<file path="src/rtl/f_ifu.sv">
// ---------------------------------------------------------------------------
// f_ifu - Fetch stage (F) of the P7 pipelined MIPS core.
//
// Owns the PC register, picks the next PC from the D-stage redirect controls,
// CP0 request/EPC and the hazard-unit stall, drives the instruction-memory
// address and classifies fetch address errors (AdEL).
//
// Ports
//   clk, reset      : clock, synchronous active-high reset
//   F_PC_WE         : PC write enable (0 = stall, hold PC; Req overrides)
//   Req             : CP0 exception/interrupt request -> HANDLER_PC
//   D_eret, EPC     : eret in D, and its return target
//   D_NPC_sel       : 0 PC+4, 1 branch, 2 j/jal, 3 jr/jalr
//   D_b_taken       : branch condition (used when D_NPC_sel = 1)
//   D_PC            : PC of the D-stage instruction (base for targets)
//   D_imm16/D_imm26 : branch offset / jump index
//   D_rs            : forwarded rs value for jr/jalr
//   D_is_jump       : D holds a branch/jump, so F holds its delay slot
//   i_inst_addr     : instruction-memory address (= F_PC)
//   i_inst_rdata    : instruction-memory read data (combinational)
//   F_PC, F_Instr, F_ExcCode, F_BD : outputs latched by the F/D register
// ---------------------------------------------------------------------------
module f_ifu #(
  parameter logic [31:0] RESET_PC   = 32'h0000_3000,
  parameter logic [31:0] HANDLER_PC = 32'h0000_4180,
  parameter logic [31:0] IM_LO      = 32'h0000_3000,
  parameter logic [31:0] IM_HI      = 32'h0000_6FFC
) (
  input  logic        clk,
  input  logic        reset,
  input  logic        F_PC_WE,
  input  logic        Req,
  input  logic        D_eret,
  input  logic [31:0] EPC,
  input  logic [1:0]  D_NPC_sel,
  input  logic        D_b_taken,
  input  logic [31:0] D_PC,
  input  logic [15:0] D_imm16,
  input  logic [25:0] D_imm26,
  input  logic [31:0] D_rs,
  input  logic        D_is_jump,
  output logic [31:0] i_inst_addr,
  input  logic [31:0] i_inst_rdata,
  output logic [31:0] F_PC,
  output logic [31:0] F_Instr,
  output logic [4:0]  F_ExcCode,
  output logic        F_BD
);

  localparam logic [1:0] NPC_SEQ  = 2'd0;
  localparam logic [1:0] NPC_BR   = 2'd1;
  localparam logic [1:0] NPC_J    = 2'd2;
  localparam logic [1:0] NPC_JR   = 2'd3;

  localparam logic [4:0] EXC_NONE = 5'd0;
  localparam logic [4:0] EXC_ADEL = 5'd4;

  logic [31:0] pc;
  logic [31:0] pc_plus4;
  logic [31:0] br_offset;
  logic [31:0] br_target;
  logic [31:0] j_target;
  logic [31:0] next_pc;
  logic        adel;

  // Targets are formed from D_PC, not F_PC: the instruction in F when the
  // branch resolves is the delay slot and always executes.
  assign pc_plus4  = pc + 32'd4;
  assign br_offset = {{14{D_imm16[15]}}, D_imm16, 2'b00};
  assign br_target = D_PC + 32'd4 + br_offset;
  assign j_target  = {D_PC[31:28], D_imm26, 2'b00};

  // Redirect selection below the Req/stall level. eret has no delay slot;
  // the hazard unit flushes F/D, this block only redirects.
  always_comb begin
    next_pc = pc_plus4;
    if (D_eret) begin
      next_pc = EPC;
    end else begin
      unique case (D_NPC_sel)
        NPC_BR:  next_pc = D_b_taken ? br_target : pc_plus4;
        NPC_J:   next_pc = j_target;
        NPC_JR:  next_pc = D_rs;
        default: next_pc = pc_plus4;
      endcase
    end
  end

  // Req beats the stall: a pending exception must not be lost because the
  // pipeline happens to be held. A stalled redirect is simply dropped; D is
  // held too, so it is re-evaluated next cycle.
  always_ff @(posedge clk) begin
    if (reset)        pc <= RESET_PC;
    else if (Req)     pc <= HANDLER_PC;
    else if (F_PC_WE) pc <= next_pc;
  end

  // Bad fetch addresses (including jr targets, which are loaded unchanged)
  // are flagged here at fetch time; the memory word is replaced by a nop.
  assign adel = (pc[1:0] != 2'b00) || (pc < IM_LO) || (pc > IM_HI);

  assign i_inst_addr = pc;
  assign F_PC        = pc;
  assign F_Instr     = adel ? 32'd0 : i_inst_rdata;
  assign F_ExcCode   = adel ? EXC_ADEL : EXC_NONE;
  assign F_BD        = D_is_jump;

endmodule

</file>
<file path="config.mk">
export PLATFORM = sky130hd
export DESIGN_NAME = f_ifu
export DESIGN_NICKNAME = d
export VERILOG_FILES = /design/src/rtl/f_ifu.sv
export SDC_FILE = /design/constraint.sdc
export NUM_CORES = 1
export LEC_CHECK = 0
export ABC_AREA = 1
export CORE_MARGIN = 4
export CORE_UTILIZATION = 38
export DETAILED_ROUTE_END_ITERATION = 8
export DONT_BUFFER_PORTS = 1
export HOLD_SLACK_MARGIN = 0.03
export PLACE_DENSITY = 0.59
export SYNTH_ARGS = -nofsm -noshare
export SYNTH_HDL_FRONTEND = slang
export SYNTH_SLANG_ARGS = --single-unit
</file>
<file path="constraint.sdc">
create_clock -name clk -period 2.8 [get_ports clk]
set_clock_uncertainty 0.05 [all_clocks]
set_input_delay 0.56 -clock clk [delete_from_list [all_inputs] [get_ports clk]]
set_output_delay 0.56 -clock clk [all_outputs]
set_load 0.02 [all_outputs]
</file>
* Yosys cells after proc, flatten, opt, wreduce, memory -nomap -nowiden
Cells that the tools add are included.
** Word-level totals
- Input bits :: 179
- Flip-flop bits (word level) :: 32
- Word-level logic and storage cells :: 22
- Output and inout port bits :: 102
** Cells by class
- Reductions and logical operators :: 5
- Equal/unequal tests :: 3
- Magnitude comparators :: 2
- Muxes and demuxes :: 7
- Add/sub/neg operators :: 3
** Operators with widths (count)
- 32-bit two-way mux :: 3
- 32-bit one-hot mux with 3 select lines :: 1
- 32-bit by 3-bit adder with 32-bit output, second input constant :: 2
- 32-bit adder :: 1
- 32-bit by 15-bit > comparator with 1-bit output, second input constant :: 1
- 32-bit by 14-bit less-than comparator with 1-bit output, second input constant :: 1
- 15-bit two-way mux :: 2
- 2-bit == test, second input constant :: 2
- 2-bit nonzero test :: 2
- 3-bit two-way mux :: 1
- 2-bit by 1-bit == test with 1-bit output, second input constant :: 1
- 1-bit logical OR :: 2
- 2-bit OR reduction :: 1

* Logic depth before layout (Yosys ltp)
- Depth after elaboration :: 7
- Gate-level depth with buffers :: 19
- Depth with buffers taken out :: 19

* Least setup slack after synthesis
No wires, ideal clock.
- Kind :: input-to-reg
- Start point :: in D_PC[3]
- End point :: reg pc[31] (netlist: F_PC[31])
- Required time :: 2.631 ns
- Arrival time :: 2.357 ns
- Stages :: 16
- Buffers on the path :: 0
- Library setup time :: 0.119 ns
- Setup slack :: 0.274 ns
- Path through :: ha_1 -> ha_1 -> inv_1 -> fa_1 -> inv_1 -> nand2_1 -> o21ai_1 -> nand2_1 -> nand3_1 -> nand2_1 -> nand3_1 -> nand3_1 -> nand2_1 -> nand2_1 -> nand2_1 -> a21oi_2
** On the way
- Cells in the longest elaborated chain, start to end :: 5
** RTL lines
- from (decl) :: line 37 : input logic [31:0] D_PC,
- 32-bit by 3-bit adder with 32-bit output :: line 70 : assign br_target = D_PC + 32'd4 + br_offset;
- 32-bit adder :: line 70
- 32-bit two-way mux :: line 81 : NPC_BR: next_pc = D_b_taken ? br_target : pc_plus4;
- 32-bit one-hot mux with 3 select lines :: line 80 : unique case (D_NPC_sel)
- 32-bit two-way mux :: line 77 : if (D_eret) begin
- to (signal assigned) :: line 95 : else if (F_PC_WE) pc <= next_pc;
- to (decl) :: line 58 : logic [31:0] pc;
No other way between the ends.
A chain may end at the register's enable or synchronous reset.

* Worst setup path in the final report
- Start point :: reg pc[20] (netlist: F_PC[20])
- End point :: out F_Instr[17]
** On the way
- Cells in the longest elaborated chain, start to end :: 4
- Elaborated cells on any way between the ends :: 5
- Classes of those cells :: order compare: 2; mux: 1; reduce/logical: 2
** RTL lines
- 32-bit by 14-bit less-than comparator with 1-bit output :: line 100 : assign adel = (pc[1:0] != 2'b00) || (pc < IM_LO) || (pc > IM_HI);
- 1-bit logical OR :: line 100
- 1-bit logical OR * :: line 100
- 32-bit two-way mux * :: line 104 : assign F_Instr = adel ? 32'd0 : i_inst_rdata;
- to (decl) :: line 45 : output logic [31:0] F_Instr,
Mark *: on every way between the ends. The rest lies on a longest branch, timed or not.

==> flow_summary.json <==
{
  "io_pins": 281,
  "fin_area_sq_um": 7028,
  "finalCritPeriodShare": 0.9543,
  "syn_inst": 1179,
  "pre_cts_slack_ps": -4.058,
  "grt_pass1_vias": 6788,
  "placed_cell_area_sq_um": 6875,
  "drc": 0,
  "cts_resized": 0,
  "postRouteAntennaNets": 0,
  "fp.dieArea_sq_um": 19010,
  "gp_congestion": 0.8911,
  "synth_top_area_frac": 0.2155,
  "power_mw": 2.280,
  "min_period_ps": 2672,
  "initial_core_util": 0.3865,
  "finalMaxSlewViolations": 0,
  "rows": 47,
  "synth_top_family_by_area": "simple AND/OR/NAND/NOR gates",
  "crit_type": "reg -> out",
  "ir_drop_mv": 0.2459,
  "dp.cells": 1415,
  "drive_gt1_frac": 0.09817,
  "synthTopCellsByArea": "nand2_1 22%, ha_1 11%, inv_1 11%, dfxtp_1 10%, nor2_1 7.3%",
  "io_buffer_count": 0,
  "power_leakage_nw": 3.671,
  "clkSinkCount": 32,
  "yosys.area.top_type": "nand2_1",
  "wl_met1_mm": 11.04,
  "synth.yosys.seq_area_share": 0.09994,
  "routed.top_layer": "met5",
  "yosysUniqueCellTypes": 46,
  "drv_cap": 0,
  "multiInputGateArea_sq_um": 4608,
  "synth_warnings": 0,
  "yosys_most_used_dff": "dfxtp_1",
  "synth.avg_cell_area_sq_um": 5.437,
  "power-per-cell-area_nw_per_um2": 324.4,
  "wl_per_cell_microns": 17.22,
  "drt-total-wl_mm": 24.49,
  "drt-pass1-iter-count": 6,
  "core_sq_um": 16580,
  "cts_root_buf": "clkbuf_16",
  "syn_to_final_growth_pct": 9.643,
  "setup_viol_count_final": 0,
  "htreeDepth": 2,
  "drtIter0Drc": 655,
  "critPathArrivalTime_ps": 2060,
  "wl_met2_mm": 11.10,
  "met3_length_mm": 2.090,
  "syn-cell-area_sq_um": 6410,
  "diodes": 0,
  "cts_tree": "done",
  "synth-async-reset-ratio": 0,
  "largest_reg_flops": 30,
  "gr-usage-all-layers": 0.2507,
  "crit_required_ps": 2190,
  "synth_xor_area_frac": 0.03143,
  "dieHeight_microns": 137.9,
  "yosysMostFrequentCell": "nand2_1",
  "worst_slack_ps": 128.0,
  "numCtsBuffers": 5,
  "seqCellArea_sq_um": 640.6,
  "startpoint_type": "flip-flop",
  "status": "finished, final reports clean",
  "overflow": 0,
  "synth-seq-cells": 32,
  "vias_per_cell": 5.158,
  "vias": 7335,
  "hold_buffers": 0,
  "hold_viol": 0,
  "worstMarginPinSlew_ps": 784.2,
  "synth-edff-count": 0,
  "synth_fa_ha_area_frac": 0.1163,
  "grt_pass1_wl_mm": 37.11,
  "min_path_type": "in -> reg",
  "critPathCaptureType": "primary output",
  "die_x_microns": 137.9,
  "antenna_found_initial": 1,
  "postCtsSetupRepairBufs": 0,
  "n_fill_cell": 1942,
  "layout.nets": 1440,
  "rsz0062_at_grt": "false",
  "synth_common_cells": "368 x nand2_1, 189 x inv_1, 125 x nor2_1",
  "clkTransAtPathRegs_ps": 60,
  "relSlewSlack": 0.4766,
  "instances_no_fill": 1422,
  "max_freq_mhz": 374.2,
  "crit_fanout": 33,
  "cts_buffer_depth": 2,
  "synthSimpleGateAreaFrac": 0.3941,
  "synth_compound_area_frac": 0.1747,
  "dp_hpwl_mm": 20.80,
  "clkLatencyLatePin_ps": 280,
  "grt_start_max_net_pins": 40,
  "muxShareOfSynthArea": 0
}
layout by cell type (no fill, tap or decap), types with 2 or more instances in the layout:
master     instances
a21oi_1           93
nor2_2             7
o221ai_1           3
a21oi_2            3
nand2_1          368
inv_2              2
o21ai_0           41
buf_4             84
nand3_2            3
a211oi_1           2
o21ai_1            8
ha_1              58
nor2_4             2
o211ai_1           7
nand3_1           76
xnor2_1            5
a22o_1             2
nor4_1             4
clkbuf_16          5
nand2_2            3
nor2_1           125
nor3_1             8
clkbuf_8           2
a221oi_1          21
xor2_1            18
nand4_1            9
nor3_2             3
inv_1            189
o21bai_1           4
conb_1             4
dfxtp_1           32
through the flow:
| step | setup TNS, ps | util | hold slack, ps |
|---|---|---|---|
| 4_1_cts | 0 | 0.4238 | 290.4 |
| 2_1_floorplan | 0 | - | 546.2 |
| 3_3_place_gp | 0 | 0.4146 | 509.4 |
| 5_1_grt | 0 | 0.4238 | 288.2 |
| 6_report | 0 | 0.4238 | 293.6 |
| 3_5_place_dp | -4.058 | 0.4146 | 520.6 |
final timing paths:
check | start | to | slack [ps] | cells after the start
worst max-delay path | F_PC[20]$_SDFFE_PP0P_ | F_Instr[17] | 130 | 6
worst min-delay path | reset | F_PC[7]$_SDFFE_PP0P_ | 290 | 1
worst max register to register | F_PC[3]$_SDFFE_PP0P_ | F_PC[12]$_SDFFE_PP1P_ | 580 | 11
worst min register to register | F_PC[24]$_SDFFE_PP0P_ | F_PC[24]$_SDFFE_PP0P_ | 530 | 2
layer usage:
metal / vias up / GRT usage
met2: 298 / 0.4094
met5: - / 0
met1: 3239 / 0.3503
met4: 2 / 0.03513
met3: 23 / 0.04935
li1: 3773 / -
logic make-up (layout without fill, tap and decap cells):
kind of cell	after synthesis	count (layout)
AND/OR/NAND/NOR	610	610
buffers and inverters	263	283
AO/OA/AOI/OAI	191	191
adder cells (fa/ha/maj)	59	59
flip-flops	32	32
XOR/XNOR	23	23
other	1	4
critical path: stages, from the launching register on:
cell and delay (ps):
dfxtp_1 390, nor4_1 320, nand4_1 230, a211o_1 270, buf_4 230, nor2_1 170
buf_4 170
where the power goes:
| part | leakage, nW | switching [mW] | internal, mW | total, mW |
|---|---|---|---|---|
| clock | 0.0760 | 0.212 | 0.373 | 0.586 |
| combinational | 3.33 | 0.775 | 0.415 | 1.19 |
| sequential | 0.263 | 0.0256 | 0.479 | 0.504 |
| total | 3.67 | 1.01 | 1.27 | 2.28 |
area by class of cell:
| type | instances | share of cell area |
|---|---|---|
| clock buffers | 7 | 0.02172 |
| inverters | 192 | 0.1025 |
| multi-input cells | 887 | 0.6557 |
| repair buffers | 84 | 0.08973 |
| well taps | 220 | 0.03917 |
| flip-flops and latches | 32 | 0.09115 |
Power figures use the tool's default switching activity.
